**src/rtl/ibex_custom_ctrl_pkg.sv**
```systemverilog
// Shared types for the custom (bloom) unit sequencer.
// Holds the controller state encoding and the latched request bundle.
package ibex_custom_ctrl_pkg;

    localparam int unsigned CustomOpW = 5;
    localparam int unsigned XlenW     = 32;

    typedef enum logic [2:0] {
        CTRL_IDLE,
        CTRL_ISSUE,
        CTRL_WAIT,
        CTRL_DONE,
        CTRL_DRAIN
    } custom_ctrl_state_e;

    typedef struct packed {
        logic [CustomOpW-1:0] op;
        logic [XlenW-1:0]     rs1;
        logic [XlenW-1:0]     rs2;
    } custom_req_t;

    function automatic logic op_legal(
        input logic [31:0]          mask,
        input logic [CustomOpW-1:0] op
    );
        return mask[op];
    endfunction

endpackage

```
**src/rtl/ibex_custom_ctrl_if.sv**
```systemverilog
// Request, custom-unit and response signals of the sequencer.
// master drives ID/EX and unit side; slave is the controller.
interface ibex_custom_ctrl_if;
    import ibex_custom_ctrl_pkg::*;

    logic                 req_valid_i;
    logic                 req_ready_o;
    logic [CustomOpW-1:0] req_op_i;
    logic [XlenW-1:0]     req_rs1_i;
    logic [XlenW-1:0]     req_rs2_i;
    logic                 flush_i;

    logic                 cu_en_o;
    logic [CustomOpW-1:0] cu_op_o;
    logic [XlenW-1:0]     cu_rs1_o;
    logic [XlenW-1:0]     cu_rs2_o;
    logic                 cu_valid_i;
    logic [XlenW-1:0]     cu_result_i;

    logic                 rsp_valid_o;
    logic                 rsp_ready_i;
    logic [XlenW-1:0]     rsp_result_o;
    logic                 rsp_err_o;
    logic                 busy_o;

    modport master (
        output req_valid_i, req_op_i, req_rs1_i, req_rs2_i,
        output flush_i, cu_valid_i, cu_result_i, rsp_ready_i,
        input  req_ready_o, cu_en_o, cu_op_o, cu_rs1_o, cu_rs2_o,
        input  rsp_valid_o, rsp_result_o, rsp_err_o, busy_o
    );

    modport slave (
        input  req_valid_i, req_op_i, req_rs1_i, req_rs2_i,
        input  flush_i, cu_valid_i, cu_result_i, rsp_ready_i,
        output req_ready_o, cu_en_o, cu_op_o, cu_rs1_o, cu_rs2_o,
        output rsp_valid_o, rsp_result_o, rsp_err_o, busy_o
    );

endinterface

```
**src/rtl/ibex_custom_ctrl.sv**
```systemverilog
// Sequencer between ID/EX and the multi-cycle custom unit.
// One op in flight; timeout, flush drain and held response.
module ibex_custom_ctrl
    import ibex_custom_ctrl_pkg::*;
#(
    parameter int unsigned TimeoutCycles = 16,
    parameter logic [31:0] OpValidMask   = 32'hFFFF_FFFF
) (
    input logic               clk_i,
    input logic               rst_ni,
    ibex_custom_ctrl_if.slave bus
);

    localparam int unsigned CntW = $clog2(TimeoutCycles + 1);
    localparam logic [CntW-1:0] CntLast = CntW'(TimeoutCycles - 1);
    localparam logic [CntW-1:0] CntMax  = '1;

    custom_ctrl_state_e state_q, state_d;
    logic [CntW-1:0]    cnt_q, cnt_d, cnt_inc;
    custom_req_t        req_q, req_d;
    logic [XlenW-1:0]   res_q, res_d;
    logic               err_q, err_d;
    logic               timeout;

    assign cnt_inc = (cnt_q == CntMax) ? cnt_q : cnt_q + CntW'(1);
    assign timeout = (cnt_q == CntLast);

    // Next state, counter, operand latch and result capture.
    always_comb begin
        state_d = state_q;
        cnt_d   = cnt_q;
        req_d   = req_q;
        res_d   = res_q;
        err_d   = err_q;
        unique case (state_q)
            CTRL_IDLE: begin
                if (bus.req_valid_i && !bus.flush_i) begin
                    req_d.op  = bus.req_op_i;
                    req_d.rs1 = bus.req_rs1_i;
                    req_d.rs2 = bus.req_rs2_i;
                    res_d     = '0;
                    if (op_legal(OpValidMask, bus.req_op_i)) begin
                        err_d   = 1'b0;
                        state_d = CTRL_ISSUE;
                    end else begin
                        err_d   = 1'b1;
                        state_d = CTRL_DONE;
                    end
                end
            end
            CTRL_ISSUE: begin
                cnt_d   = '0;
                state_d = bus.flush_i ? CTRL_DRAIN : CTRL_WAIT;
            end
            CTRL_WAIT: begin
                if (bus.flush_i) begin
                    cnt_d   = cnt_inc;
                    state_d = CTRL_DRAIN;
                end else if (bus.cu_valid_i) begin
                    res_d   = bus.cu_result_i;
                    err_d   = 1'b0;
                    state_d = CTRL_DONE;
                end else if (timeout) begin
                    res_d   = '0;
                    err_d   = 1'b1;
                    state_d = CTRL_DONE;
                end else begin
                    cnt_d = cnt_inc;
                end
            end
            CTRL_DONE: begin
                if (bus.rsp_ready_i || bus.flush_i) begin
                    state_d = CTRL_IDLE;
                end
            end
            CTRL_DRAIN: begin
                if (bus.cu_valid_i || timeout) begin
                    state_d = CTRL_IDLE;
                end else begin
                    cnt_d = cnt_inc;
                end
            end
            default: state_d = CTRL_IDLE;
        endcase
    end

    // State, counter, operand and result registers.
    always_ff @(posedge clk_i or negedge rst_ni) begin
        if (!rst_ni) begin
            state_q <= CTRL_IDLE;
            cnt_q   <= '0;
            req_q   <= '0;
            res_q   <= '0;
            err_q   <= 1'b0;
        end else begin
            state_q <= state_d;
            cnt_q   <= cnt_d;
            req_q   <= req_d;
            res_q   <= res_d;
            err_q   <= err_d;
        end
    end

    assign bus.req_ready_o  = (state_q == CTRL_IDLE);
    assign bus.busy_o       = (state_q != CTRL_IDLE);
    assign bus.cu_en_o      = (state_q == CTRL_ISSUE);
    assign bus.cu_op_o      = req_q.op;
    assign bus.cu_rs1_o     = req_q.rs1;
    assign bus.cu_rs2_o     = req_q.rs2;
    assign bus.rsp_valid_o  = (state_q == CTRL_DONE);
    assign bus.rsp_result_o = bus.rsp_valid_o ? res_q : '0;
    assign bus.rsp_err_o    = bus.rsp_valid_o & err_q;

    a_en_pulse: assert property (
        @(posedge clk_i) disable iff (!rst_ni)
        bus.cu_en_o |=> !bus.cu_en_o
    );

    a_rsp_stable: assert property (
        @(posedge clk_i) disable iff (!rst_ni)
        bus.rsp_valid_o && !bus.rsp_ready_i && !bus.flush_i
        |=> bus.rsp_valid_o
            && $stable(bus.rsp_result_o)
            && $stable(bus.rsp_err_o)
    );

    c_spurious_valid: cover property (
        @(posedge clk_i) disable iff (!rst_ni)
        bus.cu_valid_i
        && (state_q inside {CTRL_IDLE, CTRL_ISSUE, CTRL_DONE})
    );

endmodule

```
**src/flat_wrapper.sv**
```systemverilog
// flat-port wrapper written by rule: the top's interface ports become plain ports
module ibex_custom_ctrl_flat import ibex_custom_ctrl_pkg::*;
#(
    parameter int unsigned TimeoutCycles = 16,
    parameter logic [31:0] OpValidMask   = 32'hFFFF_FFFF
)
  (clk_i, rst_ni, bus_req_valid_i, bus_req_op_i, bus_req_rs1_i, bus_req_rs2_i, bus_flush_i, bus_cu_valid_i, bus_cu_result_i, bus_rsp_ready_i, bus_req_ready_o, bus_cu_en_o, bus_cu_op_o, bus_cu_rs1_o, bus_cu_rs2_o, bus_rsp_valid_o, bus_rsp_result_o, bus_rsp_err_o, bus_busy_o);
  ibex_custom_ctrl_if bus_i ();
  input logic clk_i;
  input logic rst_ni;
  input wire logic [$bits(bus_i.req_valid_i)-1:0] bus_req_valid_i;
  input wire logic [$bits(bus_i.req_op_i)-1:0] bus_req_op_i;
  input wire logic [$bits(bus_i.req_rs1_i)-1:0] bus_req_rs1_i;
  input wire logic [$bits(bus_i.req_rs2_i)-1:0] bus_req_rs2_i;
  input wire logic [$bits(bus_i.flush_i)-1:0] bus_flush_i;
  input wire logic [$bits(bus_i.cu_valid_i)-1:0] bus_cu_valid_i;
  input wire logic [$bits(bus_i.cu_result_i)-1:0] bus_cu_result_i;
  input wire logic [$bits(bus_i.rsp_ready_i)-1:0] bus_rsp_ready_i;
  output wire logic [$bits(bus_i.req_ready_o)-1:0] bus_req_ready_o;
  output wire logic [$bits(bus_i.cu_en_o)-1:0] bus_cu_en_o;
  output wire logic [$bits(bus_i.cu_op_o)-1:0] bus_cu_op_o;
  output wire logic [$bits(bus_i.cu_rs1_o)-1:0] bus_cu_rs1_o;
  output wire logic [$bits(bus_i.cu_rs2_o)-1:0] bus_cu_rs2_o;
  output wire logic [$bits(bus_i.rsp_valid_o)-1:0] bus_rsp_valid_o;
  output wire logic [$bits(bus_i.rsp_result_o)-1:0] bus_rsp_result_o;
  output wire logic [$bits(bus_i.rsp_err_o)-1:0] bus_rsp_err_o;
  output wire logic [$bits(bus_i.busy_o)-1:0] bus_busy_o;
  assign bus_i.req_valid_i = bus_req_valid_i;
  assign bus_i.req_op_i = bus_req_op_i;
  assign bus_i.req_rs1_i = bus_req_rs1_i;
  assign bus_i.req_rs2_i = bus_req_rs2_i;
  assign bus_i.flush_i = bus_flush_i;
  assign bus_i.cu_valid_i = bus_cu_valid_i;
  assign bus_i.cu_result_i = bus_cu_result_i;
  assign bus_i.rsp_ready_i = bus_rsp_ready_i;
  assign bus_req_ready_o = bus_i.req_ready_o;
  assign bus_cu_en_o = bus_i.cu_en_o;
  assign bus_cu_op_o = bus_i.cu_op_o;
  assign bus_cu_rs1_o = bus_i.cu_rs1_o;
  assign bus_cu_rs2_o = bus_i.cu_rs2_o;
  assign bus_rsp_valid_o = bus_i.rsp_valid_o;
  assign bus_rsp_result_o = bus_i.rsp_result_o;
  assign bus_rsp_err_o = bus_i.rsp_err_o;
  assign bus_busy_o = bus_i.busy_o;
  ibex_custom_ctrl #(.TimeoutCycles(TimeoutCycles), .OpValidMask(OpValidMask)) u_core (.clk_i(clk_i), .rst_ni(rst_ni), .bus(bus_i));
endmodule
```
**config.mk**
```make
export PLATFORM = sky130hd
export DESIGN_NAME = ibex_custom_ctrl_flat
export DESIGN_NICKNAME = d
export VERILOG_FILES = /design/src/rtl/ibex_custom_ctrl_pkg.sv /design/src/rtl/ibex_custom_ctrl_if.sv /design/src/rtl/ibex_custom_ctrl.sv /design/src/flat_wrapper.sv
export SDC_FILE = /design/constraint.sdc
export NUM_CORES = 1
export LEC_CHECK = 0
export BUFFER_PORTS_ARGS = -buffer_cell sky130_fd_sc_hd__buf_4
export CORE_ASPECT_RATIO = 0.75
export CORE_UTILIZATION = 35
export DETAILED_ROUTE_END_ITERATION = 16
export PLACE_DENSITY = 0.61
export SYNTH_ARGS = -nofsm -noshare
export SYNTH_HDL_FRONTEND = slang
export SYNTH_SLANG_ARGS = --single-unit
export TNS_END_PERCENT = 30
```
**constraint.sdc**
```tcl
create_clock -name clk_i -period 6 [get_ports clk_i]
set_input_delay 0.6 -clock clk_i [delete_from_list [all_inputs] [get_ports clk_i]]
set_output_delay 0.6 -clock clk_i [all_outputs]
set_load 0.03 [all_outputs]
```
## Yosys cells after proc, flatten, opt, wreduce, memory -nomap -nowiden

Memories as Yosys holds them, arrays and structs flattened.
Cells that the tools add are included.

| storage, ports and cells | value |
|---|---|
| register bits | 110 |
| memory bits (read-only) | 32 |
| bits of input ports | 107 |
| output and inout bits | 106 |
| logic and storage cells | 66 |
| memories kept | 1 |

Memories:

| name | depth | width | read ports | clocked after memory_dff | wr ports | RTL line | source |
|---|---|---|---|---|---|---|---|
| (no name shown) | 32 | 1 | 1 | 0 | 0 | ibex_custom_ctrl_pkg.sv:26 | `return mask[op];` |

| cells by class | value |
|---|---|
| $add $sub $neg | 1 |
| magnitude comparators | 1 |
| equality and inequality tests | 15 |
| mux-type cells | 28 |
| bitwise gates (word level) | 1 |
| reduce and logical (&&, ||, !) cells | 12 |

Operators by type and width:

| operator | count |
|---|---|
| 2-to-1 mux 32 bit | 5 |
| case mux 32 bit (2 select lines) | 1 |
| 2-to-1 mux 5 bit | 5 |
| 2-to-1 mux 3 bit | 7 |
| case mux 3 bit (5 select lines) | 1 |
| case mux 5 bit (3 select lines) | 1 |
| AND reduction 4 bit | 3 |
| equality test 3 x 2 -> 1 bit (second input constant) | 2 |
| less-than comparator 5 x 6 -> 1 bit (second input constant) | 1 |
| 2-to-1 mux 1 bit | 6 |
| != test 2 bit (second input constant) | 3 |
| != test 3 bit (second input constant) | 2 |
| nonzero test 3 bit | 2 |
| adder 5 x 1 -> 5 bit (second input constant) | 1 |
| equality test 5 x 4 -> 1 bit (second input constant) | 1 |
| equality test 5 bit (second input constant) | 1 |
| != test 2 x 1 -> 1 bit (second input constant) | 2 |
| != test 4 x 3 -> 1 bit (second input constant) | 1 |
| equality test 3 x 1 -> 1 bit (second input constant) | 1 |
| equality test 3 bit (second input constant) | 1 |
| zero test 3 bit | 1 |
| != test 3 x 2 -> 1 bit (second input constant) | 1 |
| logical OR 1 bit | 2 |
| 2-to-1 mux 2 bit | 1 |
| other kinds (6) | 6 |

## Logic depth before layout (Yosys ltp)

Gate-level depths: netlist (run 1).

| depth | value |
|---|---|
| word-level depth | 6 |
| depth in mapped cells | 9 |
| mapped depth without buffers | 7 |

## Worst setup path after synthesis (run 1)

No wires, ideal clock.

| timing | value |
|---|---|
| kind | reg-to-output |
| start | register u_core.state_q[2] |
| end | output port bus_rsp_result_o[19] |
| arrival | 1.700 ns |
| required time | 5.400 ns |
| path slack | 3.700 ns |
| cell stages (with the launch flop) | 6 |
| path buffers | 3 |
| cells stage by stage | dfrtp_1 > buf_4 > and3b_1 > clkbuf_1 > clkbuf_1 > and2_1 |

| on the way | value |
|---|---|
| word-level cells in the longest chain between the ends | 2 |

RTL lines:

| what | RTL line | source |
|---|---|---|
| from (decl) | ibex_custom_ctrl.sv:18 | `custom_ctrl_state_e state_q, state_d;` |
| from (signal assigned) | ibex_custom_ctrl.sv:96 | `state_q <= state_d;` |
| equality test 3 x 2 -> 1 bit | ibex_custom_ctrl.sv:110 | `assign bus.rsp_valid_o = (state_q == CTRL_DONE);` |
| net bus_rsp_valid_o | flat_wrapper.sv:24 | `output wire logic [$bits(bus_i.rsp_valid_o)-1:0] bus_rsp_valid_o;` |
| 2-to-1 mux 32 bit | ibex_custom_ctrl.sv:111 | `assign bus.rsp_result_o = bus.rsp_valid_o ? res_q : '0;` |
| to (decl) | flat_wrapper.sv:25 | `output wire logic [$bits(bus_i.rsp_result_o)-1:0] bus_rsp_result_o;` |

The timed path passes the listed nets, and every way through them passes these cells.

## Final worst setup path (run 1)

| timing | value |
|---|---|
| start | register u_core.state_q[1] |
| end | output port bus_rsp_result_o[25] |

| on the way | value |
|---|---|
| word-level cells in the longest chain between the ends | 2 |

RTL lines:

| what | RTL line |
|---|---|
| equality test 3 x 2 -> 1 bit | ibex_custom_ctrl.sv:110 |
| 2-to-1 mux 32 bit | ibex_custom_ctrl.sv:111 |

Every way passes these cells.

==> Implementation_results.wiki, run 1 <==
{| class="wikitable"
! Metric !! Value
|-
| Cells taking the most area after synthesis || dfrtp_1, mux2_2, nand2_1
|-
| Actual slew at the worst max-slew pin || 1.03 ns
|-
| Commonest non-fill, non-tap cells in the layout || buf_4, dfrtp_1, mux2_2, nand2_1, and2_1
|-
| Diode count || 0
|-
| Core ar. || 0.0130 mm²
|-
| Peak supply drop || 0.354 mV
|-
| Final Total Pwr || 3.32 mW
|-
| Top_reg_cell synth || dfrtp_1
|-
| Most common library cell in the layout ignoring fill and taps || buf_4
|-
| Number of antenna violations at the first check in global routing || 0
|-
| Post-synthesis sequential area ratio || 0.587
|-
| Global-route total usage across every layer || 0.165
|-
| Run status || finished, final reports clean
|-
| Critical Path Fanout Max || 35
|-
| Cell area power density || 496 mW/mm²
|-
| Cts hold-fix bufs || 0
|-
| Critical path's slowest cell || and3b_1
|-
| Top achievable clock speed || 343 MHz
|-
| Bufs and invs on worst path || 1
|-
| Pin count of the biggest net entering global routing || 70
|-
| Required time at the worst-slack endpoint || 5.40 ns
|-
| Final hold violations || 0
|-
| Starting density of the core || 0.360
|-
| Max Cap Violations || 0
|-
| Post-synthesis sequential element count || 110
|-
| RSZ-0062 raised after global routing || false
|-
| Static leakage power || 3.22 nW
|-
| Clock latency at the later pin of the worst-skew pair || 0.35 ns
|-
| Placer congestion estimate || 0.767
|-
| Total length of routed wires || 11.3 mm
|-
| Final core area utilization || 0.515
|-
| Crit share post-route || 0.486
|-
| Post-Place Setup Slack || 3.44 ns
|-
| Number of global-route vias before repair || 3447
|-
| Clock input transition at the sequential cells of the worst setup and hold paths || 0.07 ns
|-
| Max-slew violations || 0
|-
| Fin worst setup slack || 3.08 ns
|-
| Setup violators final || 0
|-
| Synthesized netlist cell count || 385
|-
| # fillers || 1176
|-
| Fin Clk Skew || 0.00646 ns
|-
| Launching point of the worst reg2reg path || u_core.cnt_q[0]
|-
| Layout overhead on the synthesized area || 42.9%
|-
| Largest stage delay on the critical path || 0.90 ns
|-
| Total die area || 0.0139 mm²
|-
| Clock tree from TritonCTS || yes
|-
| Type of origin of the critical path || flip-flop
|-
| Normalized max-slew margin || 0.313
|-
| Count of pins on the block boundary || 213
|-
| Clock sinks || 110
|-
| Number of gates given a new drive strength after cts || 0
|-
| Sum of negative setup slack || 0 ns
|-
| Post-CTS Repair Setup Buffers || 0
|-
| Cell taking the most area after synthesis || dfrtp_1
|-
| DR pass1 iterations || 4
|-
| Delay-heaviest family, CP || simple AND/OR/NAND/NOR gates
|-
| Type of the worst min-delay path || input port to async pin
|-
| Count of input and output buffers || 212
|-
| Type of destination of the critical path || primary output
|-
| Proportion of synthesized flip-flops having asynchronous set or reset || 1.00
|-
| Global route overflow || 0
|-
| Avg Cell Area, Syn || 12.2 µm²
|-
| Net Count, Synth || 495
|-
| Maximum clock insertion buffer count || 2
|-
| Detail-routed net length per standard cell || 14.9 µm
|-
| Violation count after the first detailed-routing iteration || 80
|-
| Synth warn || 0
|-
| Sequence of cells on the critical path || and3b_1 > and2_1 > buf_4
|-
| Die height || 102 µm
|-
| Worst endpoint data arrival time || 2.32 ns
|-
| Final min period || 2.92 ns
|-
| DRC Markers || 0
|-
| Synthesized cell area || 0.00469 mm²
|-
| Wire length of the first global-routing pass || 17.4 mm
|-
| Netlist cell types || 36
|-
| H-tree levels || 3
|-
| Number of vias in the routed layout || 3513
|-
| CP Launch Point || u_core.state_q[1]
|-
| Critical Setup Path Class || flip-flop to primary output
|-
| Routed vias/inst || 4.60
|-
| Rows || 36
|-
| Antenna-violating nets left || 0
|-
| Yosys top cell area share || 0.587
|-
| Share of post-route cells with drive strength above 1 || 0.522
|-
| Number of synthesized flops with an enable pin || 0
|-
| Clock buffers created by TritonCTS || 9
|-
| Chip width || 136 µm
|-
| Final HPWL from detailed placement || 8.21 mm
|-
| Final Net Count || 697
|-
| Root Buffer Master || clkbuf_16
|}
==> logic make-up after synthesis <==
| kind of cell | count (synthesis) | share of synthesized area |
|---|---|---|
| simple gates | 125 | 0.131 |
| flops | 110 | 0.587 |
| mux | 73 | 0.177 |
| compound gates | 43 | 0.0539 |
| buf+inv | 29 | 0.0387 |
| fa+ha+maj | 3 | 0.00801 |
| xor+xnor | 2 | 0.00374 |
==> area by class of cell <==
cell class                      count  area (µm²)  area share
Tap cell                          171         214      0.0319
Sequential cell                   110        2750       0.411
Inverter                            5        18.8     0.00280
Timing Repair Buffer              215        1610       0.241
Multi-Input combinational cell    246        1780       0.265
Clock inverter                      5        82.6      0.0123
Clock buffer                       11         243      0.0362
==> state kept, by name (all words and copies together), names as in the netlist <==
name / flops
u_core.bus.cu_rs2_o: 32
u_core.err_q: 1
u_core.bus.cu_op_o: 5
u_core.cnt_q: 5
u_core.state_q: 3
u_core.bus.cu_rs1_o: 32
u_core.res_q: 32
==> layer usage <==
layer	vias to the layer above	GRT usage	routed length (µm)
li1	1688	-	-
met1	1669	0.211	5010
met2	148	0.240	4910
met3	8	0.0908	1330
met4	0	0.0467	89
met5	-	0	0
==> through the flow <==
step / cells / cell area (µm²) / hold slack, ns
final: 763 / 6700 / 0.272
after global routing: 763 / 6700 / 0.317
after CTS: 763 / 6700 / 0.286
after detailed placement: 747 / 6380 / 0.468
after global placement: 747 / 6380 / 0.459
after floorplan: 385 / 4690 / 0.304
==> synth_stat cells (all sizes together) (3+ instances only) <==
library cell / count
nor2: 7
nor3b: 3
inv: 5
clkbuf: 5
ha: 3
and2: 33
o21ai: 33
dfrtp: 110
mux2: 72
buf: 19
nand2: 68
nand2b: 3
==> report_power, final <==
part / switching [mW] / internal [mW] / total [mW]
clock network: 0.270 / 0.377 / 0.648
registers: 0.162 / 1.02 / 1.18
logic: 0.862 / 0.633 / 1.49
total: 1.29 / 2.03 / 3.32
==> path summary, 6_finish.rpt <==
path,endpoint,slack (ns),depth (start not counted)
worst min-delay path,u_core.bus.cu_rs1_o[10],0.27,1
max in group asynchronous,u_core.res_q[8],4.50,2
worst max-delay path,bus_rsp_result_o[25],3.08,3
worst max register to register,u_core.res_q[1],3.53,7
min in group clk_i,u_core.state_q[1],0.45,2
worst min register to register,u_core.res_q[28],0.48,2
No activity file was read; power rests on OpenSTA's default activity.
==> run 2: changes to the inputs <==
--- a/config.mk
+++ b/config.mk
@@ -9,7 +9,7 @@
 export CORE_ASPECT_RATIO = 0.75
 export CORE_UTILIZATION = 35
 export DETAILED_ROUTE_END_ITERATION = 16
-export PLACE_DENSITY = 0.61
+export PLACE_DENSITY = 0.63
 export SYNTH_ARGS = -nofsm -noshare
 export SYNTH_HDL_FRONTEND = slang
 export SYNTH_SLANG_ARGS = --single-unit
==> constraint.sdc (replaced) <==
create_clock -name clk_i -period 2.4 [get_ports clk_i]
set_input_delay 0.24 -clock clk_i [delete_from_list [all_inputs] [get_ports clk_i]]
set_output_delay 0.24 -clock clk_i [all_outputs]
set_load 0.03 [all_outputs]
==> Implementation_results.wiki, run 2 (same netlist as run 1, synthesis figures left out) <==
{| class="wikitable"
! Metric !! Value
|-
| Run status || finished, final reports clean
|-
| Antenna-violating nets left || 0
|-
| Type of the worst min-delay path || input port to flip-flop
|-
| Wire length of the first global-routing pass || 17.6 mm
|-
| Register-to-register path setup slack || 0.21 ns
|-
| Clock input transition at the sequential cells of the worst setup and hold paths || 0.07 ns
|-
| Required time at the worst-slack endpoint || 2.63 ns
|-
| Sequential fraction of design power || 0.350
|-
| Critical path's slowest cell || dfrtp_1
|-
| Rows || 36
|-
| Total die area || 0.0139 mm²
|-
| Starting density of the core || 0.360
|-
| Worst path most repeated cell || ha_1
|-
| RSZ-0062 raised after global routing || false
|-
| Sum of negative setup slack || 0 ns
|-
| Total length of routed wires || 11.3 mm
|-
| Area occupied by multi-input gates || 0.00178 mm²
|-
| Normalized max-slew margin || 0.722
|-
| Storage element area || 0.00275 mm²
|-
| Combinational power share || 0.450
|-
| Diode count || 0
|-
| Number of global-route vias before repair || 3514
|-
| Die height || 102 µm
|-
| Clock share of power || 0.200
|-
| Clock tree from TritonCTS || yes
|-
| Clock latency at the later pin of the worst-skew pair || 0.34 ns
|-
| Worst endpoint data arrival time || 2.42 ns
|-
| Pin count of the biggest net entering global routing || 70
|-
| Clock buffers created by TritonCTS || 9
|-
| Actual slew at the worst max-slew pin || 0.417 ns
|-
| Count of input and output buffers || 212
|-
| Global-route total usage across every layer || 0.164
|-
| Routed vias/inst || 4.65
|-
| Fin Clk Skew || 0.00838 ns
|-
| Sequence of cells on the critical path || ha_1 > and3_1 > ha_1 > or2_2 > nand2b_1 > o21a_2 > mux2_4
|-
| Layout overhead on the synthesized area || 45.0%
|-
| Max Cap Violations || 0
|-
| # fillers || 1170
|-
| Critical Path Fanout Max || 5
|-
| Violation count after the first detailed-routing iteration || 87
|-
| Post-CTS Repair Setup Buffers || 0
|-
| Final Net Count || 703
|-
| P_int || 5.14 mW
|-
| Cell area power density || 1230 mW/mm²
|-
| Type of origin of the critical path || flip-flop
|-
| Static leakage power || 3.28 nW
|-
| Number of antenna violations at the first check in global routing || 0
|-
| Global route overflow || 0
|-
| Core ar. || 0.0130 mm²
|-
| Peak supply drop || 0.711 mV
|-
| Type of destination of the critical path || flip-flop
|-
| Placer congestion estimate || 0.773
|-
| Commonest non-fill, non-tap cells in the layout || buf_4, dfrtp_1, mux2_2, nand2_1, and2_1
|-
| Most common library cell in the layout ignoring fill and taps || buf_4
|-
| Setup violators final || 0
|-
| Worst hold slack || 0.0881 ns
|-
| Share of post-route cells with drive strength above 1 || 0.527
|-
| H-tree levels || 3
|-
| Root Buffer Master || clkbuf_16
|-
| Final hold violations || 0
|-
| Count of pins on the block boundary || 213
|-
| Detail-routed net length per standard cell || 14.7 µm
|-
| Maximum clock insertion buffer count || 2
|-
| Number of vias in the routed layout || 3574
|-
| Top achievable clock speed || 456 MHz
|-
| DRC Markers || 0
|-
| Chip width || 136 µm
|-
| Critical Setup Path Class || flip-flop to flip-flop
|-
| Clock sinks || 110
|-
| Final HPWL from detailed placement || 8.45 mm
|-
| Number of gates given a new drive strength after cts || 0
|-
| Psw || 3.25 mW
|-
| Final min period || 2.19 ns
|-
| Fraction of power spent switching nets || 0.387
|-
| DR pass1 iterations || 4
|-
| Largest stage delay on the critical path || 0.41 ns
|-
| Max-slew violations || 0
|-
| Crit share post-route || 0.914
|}
-- run 2: worst paths after layout --
kind,from,to,cells after the start
worst min-delay path,bus_rsp_ready_i,u_core.state_q[1],2
worst max register to register,u_core.cnt_q[0],u_core.cnt_q[4],7
worst max-delay path,u_core.cnt_q[0],u_core.cnt_q[4],7
worst min register to register,u_core.res_q[24],u_core.res_q[24],2
min in group asynchronous,rst_ni,u_core.bus.cu_rs1_o[13],2
max in group asynchronous,rst_ni,u_core.cnt_q[2],3
-- run 2: power groups by stage --
stage                     clock (mW)  sequential (mW)  combinational (mW)
after floorplan                    0             4.09                1.23
after global placement             0             2.94                3.76
after detailed placement           0             2.96                3.82
after CTS                       1.73             2.94                3.82
after global routing            1.80             3.04                4.01
final                           1.68             2.94                3.77
-- run 2: stage by stage --
stage	area (µm²)	util	setup slack, ns	power, mW	cells
after floorplan	4690	-	0.220	5.32	385
after global placement	6450	0.496	0.323	6.70	752
after detailed placement	6450	0.496	0.217	6.78	752
after CTS	6800	0.522	0.204	8.49	769
after global routing	6800	0.522	0.0804	8.84	769
final	6800	0.522	0.207	8.38	769
-- run 2: layer usage --
layer	global-route usage	routed length, µm	up-vias	share of wire
li1	-	-	1702	-
met1	0.201	4610	1701	0.41
met2	0.263	5260	159	0.46
met3	0.0714	1300	12	0.11
met4	0.0458	140	0	0.012
met5	0	0	-	0
-- run 2: repair_timing --
action | CTS | global route
setup endpoints to repair | 0 | 0
endpoints found under the hold margin | 19 | 0
hold buffers | 1 | 0
-- run 2: worst max-delay path, delay by kind of cell, from the launching register on --
family / cells / cell delay, ns
simple gates: 3 / 0.68
fa+ha+maj: 2 / 0.45
flops: 1 / 0.41
mux: 1 / 0.31
compound gates: 1 / 0.23
-- run 2: layout make-up --
| type | instances | share of cell area |
|---|---|---|
| sequential | 110 | 0.405 |
| inverter | 5 | 0.00276 |
| clock buffer | 11 | 0.0372 |
| timing repair buffer | 221 | 0.250 |
| clock inverter | 5 | 0.0129 |
| multi-input combinational | 246 | 0.261 |
| tap | 171 | 0.0315 |
==> run 3: changes to the inputs <==
--- a/config.mk
+++ b/config.mk
@@ -9,7 +9,7 @@
 export CORE_ASPECT_RATIO = 0.75
 export CORE_UTILIZATION = 35
 export DETAILED_ROUTE_END_ITERATION = 16
-export PLACE_DENSITY = 0.63
+export PLACE_DENSITY = 0.61
 export SYNTH_ARGS = -nofsm -noshare
 export SYNTH_HDL_FRONTEND = slang
 export SYNTH_SLANG_ARGS = --single-unit
==> constraint.sdc (replaced) <==
create_clock -name clk_i -period 2.7 [get_ports clk_i]
set_input_delay 0.27 -clock clk_i [delete_from_list [all_inputs] [get_ports clk_i]]
set_output_delay 0.27 -clock clk_i [all_outputs]
set_load 0.03 [all_outputs]
==> Implementation_results.wiki, run 3 (same netlist as run 1, synthesis figures left out) <==
{| class="wikitable"
! Metric !! Value
|-
| Number of global-route vias before repair || 3461
|-
| Setup violators final || 0
|-
| Area occupied by multi-input gates || 0.00178 mm²
|-
| Worst endpoint data arrival time || 2.40 ns
|-
| Core ar. || 0.0130 mm²
|-
| Starting density of the core || 0.360
|-
| Required time at the worst-slack endpoint || 2.92 ns
|-
| Pin count of the biggest net entering global routing || 66
|-
| Clock sinks || 110
|-
| Share of post-route cells with drive strength above 1 || 0.524
|-
| Total length of routed wires || 11.1 mm
|-
| Count of pins on the block boundary || 213
|-
| Number of antenna violations at the first check in global routing || 0
|-
| Clock tree from TritonCTS || yes
|-
| Placer congestion estimate || 0.735
|-
| Most common library cell in the layout ignoring fill and taps || buf_4
|-
| Clock latency at the later pin of the worst-skew pair || 0.34 ns
|-
| Crit share post-route || 0.809
|-
| Commonest non-fill, non-tap cells in the layout || buf_4, dfrtp_1, mux2_2, nand2_1, and2_1
|-
| Worst hold slack || 0.130 ns
|-
| Layout overhead on the synthesized area || 43.5%
|-
| Count of input and output buffers || 212
|-
| Diode count || 0
|-
| Register-to-register path setup slack || 0.51 ns
|-
| Run status || finished, final reports clean
|-
| Storage element area || 0.00275 mm²
|-
| DRC Markers || 0
|-
| Sum of negative setup slack || 0 ns
|-
| Routed vias/inst || 4.66
|-
| Normalized max-slew margin || 0.686
|-
| Violation count after the first detailed-routing iteration || 75
|-
| Critical Setup Path Class || flip-flop to flip-flop
|-
| Total die area || 0.0139 mm²
|-
| Die height || 102 µm
|-
| Critical Path Fanout Max || 5
|-
| Top achievable clock speed || 458 MHz
|-
| Final core area utilization || 0.517
|-
| Type of destination of the critical path || flip-flop
|-
| Final HPWL from detailed placement || 8.25 mm
|-
| H-tree levels || 3
|-
| DR pass1 iterations || 4
|-
| Root Buffer Master || clkbuf_16
|-
| Global route overflow || 0
|-
| Wire length of the first global-routing pass || 17.0 mm
|-
| Final instance area || 0.00673 mm²
|-
| Actual slew at the worst max-slew pin || 0.472 ns
|-
| Static leakage power || 3.24 nW
|-
| Chip width || 136 µm
|-
| Final min period || 2.19 ns
|-
| Antenna-violating nets left || 0
|-
| RSZ-0062 raised after global routing || false
|-
| Detail-routed net length per standard cell || 14.5 µm
|-
| Type of the worst min-delay path || input port to flip-flop
|-
| Final Net Count || 701
|-
| Cell area power density || 1080 mW/mm²
|-
| Global-route total usage across every layer || 0.158
|-
| # fillers || 1170
|-
| Max-slew violations || 0
|-
| Max Cap Violations || 0
|-
| Final Total Pwr || 7.25 mW
|-
| Number of vias in the routed layout || 3563
|-
| Area after DPL || 0.00644 mm²
|-
| Rows || 36
|-
| Peak supply drop || 0.682 mV
|-
| Final hold violations || 0
|-
| Clock buffers created by TritonCTS || 9
|-
| Maximum clock insertion buffer count || 2
|-
| Fin Clk Skew || 0.00469 ns
|-
| Type of origin of the critical path || flip-flop
|-
| Clock input transition at the sequential cells of the worst setup and hold paths || 0.07 ns
|}
-- run 3: changes by cell type in the layout (fill, tap and decap cells not counted), sizes merged --
| cell | delta |
|---|---|
| buf | -2 |
| clkbuf | -2 |
| bufinv | -1 |
| clkinv | +1 |
-- run 3: critical path, cell delays in order, from the launching register on --
cell      delay (ns)
dfrtp_1         0.41
ha_1            0.23
and3_1          0.21
ha_1            0.22
or2_2           0.32
nand2b_1        0.13
o21a_2          0.22
mux2_4          0.32
-- run 3: final timing paths --
kind,startpoint,to,cells past startpoint
worst min register to register,u_core.res_q[21],u_core.res_q[21],2
max in group asynchronous,rst_ni,u_core.cnt_q[4],3
min in group asynchronous,rst_ni,u_core.bus.cu_rs1_o[12],2
worst max-delay path,u_core.cnt_q[0],u_core.cnt_q[1],7
worst min-delay path,bus_rsp_ready_i,u_core.state_q[1],2
worst max register to register,u_core.cnt_q[0],u_core.cnt_q[1],7
-- run 3: report_power, final --
part | leakage [nW] | switching, mW | internal (mW)
clock network | 0.138 | 0.568 | 0.714
logic | 1.72 | 1.92 | 1.42
registers | 1.38 | 0.369 | 2.26
total | 3.24 | 2.85 | 4.40
-- run 3: area by class of cell --
cell class	count	area share
Tap cell	171	0.0318
Inverter	5	0.00279
Multi-Input combinational cell	246	0.264
Clock buffer	9	0.0335
Clock inverter	5	0.00892
Sequential cell	110	0.409
Timing Repair Buffer	219	0.250
-- run 3: metrics by stage --
stage               worst slack [ns]  cells
global placement               0.601    750
finish                         0.515    765
detailed placement             0.546    750
floorplan                      0.520    385
global route                   0.420    765
CTS                            0.525    765
-- run 3: routing by layer --
layer  track usage  vias up  wire length, µm
met2         0.241      155             5020
met4        0.0398        0               98
met3        0.0818        9             1390
met5             0        -                0
met1         0.196     1700             4600
li1              -     1699                -
-- run 3: what timing repair did --
item                                   CTS  global route
buffers inserted                         0             0
hold buffers                             1             0
endpoints found under the hold margin   21             0
resized for setup                        0             0
